==> src/rtl/pulse_stretcher_pkg.sv <==
// rtl/pulse_stretcher_pkg.sv - shared state encoding and counter-width helper for pulse_stretcher
package pulse_stretcher_pkg;

   typedef enum logic [1:0] {
      IDLE = 2'd0,
      HOLD = 2'd1,
      GAP  = 2'd2
   } ps_state_e;

   function automatic int cnt_width(input int hold_cycles, input int gap_cycles);
      return $clog2(((hold_cycles > gap_cycles) ? hold_cycles : gap_cycles) + 1);
   endfunction

endpackage

==> src/rtl/pulse_stretcher.sv <==
// rtl/pulse_stretcher.sv - strobe to fixed-width level with queued replay and guaranteed low gap
// Optional: PULSE_STRETCHER_RETRIGGER_EN makes strobes during HOLD extend the level instead of queueing.
module pulse_stretcher
   import pulse_stretcher_pkg::*;
#(
   parameter int HOLD_CYCLES = 8,
   parameter int GAP_CYCLES  = 2,
   parameter int PEND_MAX    = 3
) (
   input  logic                              clk_in,
   input  logic                              rst,
   input  logic                              pulse_in,
   output logic                              level_out,
   output logic                              busy,
   output logic [$clog2(PEND_MAX+1)-1:0]     pend_cnt,
   output logic                              overflow
);

   localparam int CW = cnt_width(HOLD_CYCLES, GAP_CYCLES);
   localparam int PW = $clog2(PEND_MAX + 1);

   localparam logic [CW-1:0] HOLD_LOAD = CW'(HOLD_CYCLES - 1);
   localparam logic [CW-1:0] GAP_LOAD  = CW'(GAP_CYCLES - 1);
   localparam logic [PW-1:0] PEND_FULL = PW'(PEND_MAX);

   ps_state_e         state_q, state_d;
   logic [CW-1:0]     cnt_q, cnt_d;
   logic [PW-1:0]     pend_d;
   logic              ovf_d;
   logic              queue_req;

   always_comb begin
      state_d   = state_q;
      cnt_d     = cnt_q;
      pend_d    = pend_cnt;
      ovf_d     = overflow;
      queue_req = 1'b0;

      case (state_q)
         IDLE: begin
            if (pulse_in) begin
               state_d = HOLD;
               cnt_d   = HOLD_LOAD;
            end
         end

         HOLD: begin
`ifdef PULSE_STRETCHER_RETRIGGER_EN
            if (pulse_in) begin
               cnt_d = HOLD_LOAD;
            end else if (cnt_q == '0) begin
               state_d = GAP;
               cnt_d   = GAP_LOAD;
            end else begin
               cnt_d = cnt_q - 1'b1;
            end
`else
            queue_req = pulse_in;
            if (cnt_q == '0) begin
               state_d = GAP;
               cnt_d   = GAP_LOAD;
            end else begin
               cnt_d = cnt_q - 1'b1;
            end
`endif
         end

         GAP: begin
            if (cnt_q == '0) begin
               // A strobe arriving on the last gap cycle is consumed directly, so the queue nets to pend + pulse - 1.
               if ((pend_cnt != '0) || pulse_in) begin
                  state_d = HOLD;
                  cnt_d   = HOLD_LOAD;
                  if (!pulse_in) begin
                     pend_d = pend_cnt - 1'b1;
                  end
               end else begin
                  state_d = IDLE;
               end
            end else begin
               cnt_d     = cnt_q - 1'b1;
               queue_req = pulse_in;
            end
         end

         default: begin
            state_d = IDLE;
            cnt_d   = '0;
         end
      endcase

      if (queue_req) begin
         if (pend_cnt == PEND_FULL) begin
            ovf_d = 1'b1;
         end else begin
            pend_d = pend_cnt + 1'b1;
         end
      end
   end

   always_ff @(posedge clk_in) begin
      if (rst) begin
         state_q   <= IDLE;
         cnt_q     <= '0;
         pend_cnt  <= '0;
         overflow  <= 1'b0;
         level_out <= 1'b0;
         busy      <= 1'b0;
      end else begin
         state_q   <= state_d;
         cnt_q     <= cnt_d;
         pend_cnt  <= pend_d;
         overflow  <= ovf_d;
         level_out <= (state_d == HOLD);
         busy      <= (state_d != IDLE);
      end
   end

endmodule

==> config.mk <==
export PLATFORM = sky130hd
export DESIGN_NAME = pulse_stretcher
export DESIGN_NICKNAME = d
export VERILOG_FILES = /design/src/rtl/pulse_stretcher_pkg.sv /design/src/rtl/pulse_stretcher.sv
export SDC_FILE = /design/constraint.sdc
export NUM_CORES = 1
export LEC_CHECK = 0
export ABC_CLOCK_PERIOD_IN_PS = 3180
export BUFFER_PORTS_ARGS = -buffer_cell sky130_fd_sc_hd__buf_2
export CAP_MARGIN = 10
export CORE_MARGIN = 4
export CORE_UTILIZATION = 28
export CTS_BUF_LIST = sky130_fd_sc_hd__clkbuf_4
export CTS_CLUSTER_DIAMETER = 120
export CTS_CLUSTER_SIZE = 14
export DETAILED_ROUTE_END_ITERATION = 10
export SYNTH_ARGS = -nofsm -noshare
export SYNTH_HDL_FRONTEND = slang
export SYNTH_SLANG_ARGS = --single-unit
export TNS_END_PERCENT = 100
==> constraint.sdc <==
create_clock -name clk_in -period 3.18 [get_ports clk_in]
set_input_delay 0.636 -clock clk_in [delete_from_list [all_inputs] [get_ports clk_in]]
set_output_delay 0.636 -clock clk_in [all_outputs]
set_load 0.05 [all_outputs]
Yosys cells after proc, flatten, opt, wreduce, memory -nomap -nowiden --
Cells that the tools add are included.
Operators by class: add/sub/neg operators 3, multiplexer cells 18, reduce and logical (&&, ||, !) cells 7, eq/ne operators 6
Operator list (number):
- 2-bit two-way mux | 9
- 4-bit two-way mux | 4
- 4-bit case mux with 3 select lines | 1
- 2-bit case mux with 3 select lines | 1
- 2-bit by 1-bit equality test with 1-bit output (second input constant) | 2
- 2-bit equality test (second input constant) | 2
- 4-bit zero test | 1
- 2-bit AND reduction | 2
- 2-bit nonzero test | 2
- 4-bit by 1-bit subtractor with 4-bit output (second input constant) | 1
- 3-bit != test (second input constant) | 1
- 2-bit by 1-bit adder with 2-bit output (second input constant) | 1
- 2-bit zero test | 1
- 1-bit two-way mux | 2
- 2-bit != test (second input constant) | 1
- 1-bit case mux with 2 select lines | 1
- 2-bit by 1-bit subtractor with 2-bit output (second input constant) | 1
- 1-bit logical OR | 1
Storage, ports and cells: logic and storage cells 40, output and inout port bits 5, input bits 3, register bits after elaboration 11

Depth between registers and ports, before layout --
depth after elaboration 7, depth in mapped cells 7, gate-level depth less buffers 6

Worst setup path before layout --
No wires, ideal clock.
path type register to register, start register pend_cnt[0], end register cnt_q[0], clock period less this slack 1786 ps, setup time 70 ps, arrival 1716 ps, path slack 1394 ps, cell stages (with the launch flop) 6, required time 3110 ps, buffers on the path 0, cell sequence dfxtp_1 > inv_1 > ha_1 > a41o_1 > or3_1 > a21oi_1
On the way: longest elaborated chain between the ends 4
RTL lines:
- from (decl) | RTL line pulse_stretcher.sv:15 | output logic [$clog2(PEND_MAX+1)-1:0] pend_cnt,
- from (signal assigned) | RTL line pulse_stretcher.sv:112 | pend_cnt <= pend_d;
- 2-bit nonzero test | RTL line pulse_stretcher.sv:71 | if ((pend_cnt != '0) || pulse_in) begin
- 1-bit logical OR | RTL line pulse_stretcher.sv:71
- 3-bit != test (no source line)
- 2-bit AND reduction (no source line)
- to (signal assigned) | RTL line pulse_stretcher.sv:111 | cnt_q <= cnt_d;
- to (decl) | RTL line pulse_stretcher.sv:27 | logic [CW-1:0] cnt_q, cnt_d;
No other way between the ends. A chain may end at the register's enable or synchronous reset.

Worst setup path in the final report --
start register state_q[0], end register busy
On the way: longest elaborated chain between the ends 3, elaborated cells on any way between the ends 8, classes of those cells eq/ne (2); mux (4); reduce/logical (2)
RTL lines:
- from (decl) | RTL line pulse_stretcher.sv:26 | ps_state_e state_q, state_d;
- from (signal assigned) | RTL line pulse_stretcher.sv:110 | state_q <= state_d;
- 2-bit equality test, or another cell as far along | RTL line pulse_stretcher.sv:39 | case (state_q)
- 2-bit case mux with 3 select lines (*) | RTL line pulse_stretcher.sv:39
- 2-bit nonzero test (*) | RTL line pulse_stretcher.sv:115 | busy <= (state_d != IDLE);
- to (signal assigned) | RTL line pulse_stretcher.sv:115
- to (decl) | RTL line pulse_stretcher.sv:14 | output logic busy,
Mark *: on every way between the ends. The rest lies on a longest branch, timed or not.

==> flow_metrics.tcl <==
set metrics [dict create \
    outcome "finished, final reports clean" \
    dp_hpwl_um 1080 \
    vias_per_cell 5.25 \
    clock_power_share_pct 22.6 \
    period_share_pct 57.3 \
    synthXorXnorAreaFrac_pct 1.22 \
    slew-limit-headroom_pct 67.7 \
    ioPinCount 8 \
    htreeDepth 1 \
    start_util_pct 29.3 \
    max_freq_ghz 0.549 \
    end_kind "flip-flop" \
    cts-resized-gates 0 \
    synth-compound-area-share_pct 22.1 \
    hold_depth 2 \
    worstSetupStartpointType "flip-flop" \
    clkLatencyLatePin_ps 290 \
    synth_seq_cells 11 \
    vdd_drop_max_mv 0.338 \
    synthMuxAreaShare_pct 0 \
    powerDensity_mw_per_mm2 612 \
    r2r_cells 6 \
    synth_flop_cell "dfxtp_1" \
    clkTransAtPathRegs_ps 80 \
    path_class "flip-flop to flip-flop" \
    routed_wirelength_um 1500 \
    grt_pass1_wl_um 2550 \
    p_switching_uw 201 \
    area_delta_synth_final_pct 11.7 \
    skew_ps 16.2 \
    layout-drive-gt1-share_pct 19.8 \
    intPower_uw 291 \
    cts_tree "yes" \
    hold_class "flip-flop to flip-flop" \
    synth_fp_nets 93 \
    wl_per_cell_um 12.4 \
    fill_cells 260 \
    grt_start_max_net_pins 14 \
    drt_iter0_drc 16 \
    ys_types 38 \
    cts_max_path_buffers 2 \
    yosys.area.top_type_share_pct 30.6 \
    drc_errors 0 \
    gp_congestion 0.809 \
    critical_path.max_stage_delay_ps 410 \
    antennaDiodeCount 0 \
    async_flop_share_pct 0 \
    grt_util_all_layers_pct 9.72 \
    setup_ws_ps 1360 \
    worstPathRequired_ps 3350 \
    postCtsHoldBufs 0 \
    grt_pass1_vias 569 \
    synth_top_family_by_area "simple AND/OR/NAND/NOR gates" \
    synthTopCellsByArea "dfxtp_1 (31%), ha_1 (10%), nand3_1 (4.2%)" \
    path_max_fanout 13 \
    rows 18 \
    crit_slowest_cell "dfxtp_1" \
    synth_cells 84 \
    critPathTopFamily "simple AND/OR/NAND/NOR gates" \
    grt_setup_unrepaired "no" \
    power_uw 492 \
    setup_violations 0 \
    p_sw_share_pct 40.9 \
    hold_viol 0 \
    crit_path_cell_trace "inv_1, ha_1, or2_2, nand3_1, a311oi_2, or2_1" \
    core_area_mm2 0.00245 \
    pre_cts_ws_ps 1390 \
    synth_fa_ha_area_share_pct 10.4 \
    r2r-end "busy" \
    slew_viol_final 0 \
    seqPwrFrac_pct 38.1 \
    cts_sinks 11 \
    synthSimpleGateAreaFrac_pct 29.4 \
    combPwrFrac_pct 39.3 \
    synth_area_um2 719 \
    synth_edf_count 0 \
    fin_crit_ps 1820 \
    syn_area_per_cell_um2 8.56 \
    firstDrtPassIters 4 \
    drv_cap 0 \
    overflow 0 \
    fp.dieH_um 58.7 \
    tightest_slew_ps 482 \
    min_from "overflow" \
    nets 101 \
    cts_setup_buffers 0 \
    yosysTopAreaCell "dfxtp_1" \
    num_vias 635 \
    yosys_warnings 0 \
    postRouteAntennaNets 0 \
    antenna_found_initial 0 \
    cp.arrival_ps 1990 \
    regToRegSetupSlack_ps 1360 \
    leakage_nw 0.371 \
    cts_made_buffers 3 \
    fp.dieArea_mm2 0.00344 \
    portBuffers 7 \
    dieWidth_um 58.7 \
    cts-root-buf "clkbuf_4" \
    ys_seq_area_share_pct 30.6 \
    hold_end "overflow" \
    setup_tns_ps 0 \
    r2r_start "state_q[0]" \
    cp_num_buf_inv 1 \
]
==> sequential cells by signal, indices dropped and copies added (netlist names), named ones only <==
| signal | cells |
|---|---|
| cnt_q | 4 |
| overflow | 1 |
| busy | 1 |
| level_out | 1 |
| pend_cnt | 1 |
| state_q | 2 |
==> worst max-delay path by stage <==
| stage | startpoint | end | slack, ps | cells past startpoint |
|---|---|---|---|---|
| after floorplan | pend_cnt[0] | cnt_q[0] | 1390 | 5 |
| after global placement | state_q[0] | busy | 1400 | 6 |
| after global routing | state_q[0] | busy | 1250 | 6 |
| after CTS | state_q[0] | busy | 1370 | 6 |
| final | state_q[0] | busy | 1360 | 6 |
| after detailed placement | state_q[0] | busy | 1390 | 6 |
==> cells in the final DEF (no fill, tap or decap), types with 3 or more instances in the layout <==
cell	count
a21oi_1	4
ha_1	6
dfxtp_1	11
clkbuf_4	4
nor2_1	7
buf_2	7
or3_1	3
inv_1	7
nand3_1	6
==> cell type report <==
type                            instances  area [um2]  share of cell area, %
Multi-Input combinational cell         62         454                   56.5
Sequential cell                        11         220                   27.4
Tap cell                               30        37.5                   4.67
Timing Repair Buffer                    7        35.0                   4.36
Clock buffer                            4        30.0                   3.74
Inverter                                7        26.3                   3.27
==> cell usage after synthesis (3+ instances only) <==
master   number
nand3_1       6
dfxtp_1      11
nor2_1        7
inv_1         7
ha_1          6
or3_1         3
a21oi_1       4
==> power groups by stage <==
stage / sequential, mW / combinational, mW / clock [mW]
after floorplan: 0.207 / 0.137 / 0
after global placement: 0.190 / 0.189 / 0
after detailed placement: 0.190 / 0.191 / 0
after CTS: 0.187 / 0.192 / 0.113
after global routing: 0.192 / 0.214 / 0.120
final: 0.187 / 0.193 / 0.111
==> per-layer routing <==
metal	global-route usage [%]	vias up	wire length (um)
li1	-	322	-
met1	13.9	293	761
met2	13.2	13	637
met3	1.32	7	49
met4	6.80	0	54
met5	0	-	0
==> per-stage QoR <==
step                hold WS (ps)  utilization, %  instance area, um2  instances
CTS                          497            32.7                 803        121
global route                 537            32.7                 803        121
global placement             460            31.5                 773        117
detailed placement           467            31.5                 773        117
finish                       489            32.7                 803        121
floorplan                    498               -                 719         84
==> logic make-up (layout without fill, tap and decap cells) <==
kind of cell             count (synthesis)  count (layout)
flip-flops                              11              11
buffers and inverters                   11              18
AND/OR/NAND/NOR                         34              34
AO/OA/AOI/OAI                           21              21
XOR/XNOR                                 1               1
adder cells (fa/ha/maj)                  6               6
==> worst min-delay path: cells and delay by family, from the launching register on <==
family / cells / cell delay [ps]
flops: 1 / 330
simple gates: 1 / 80
compound gates: 1 / 40
No activity file was read; power rests on OpenSTA's default activity.
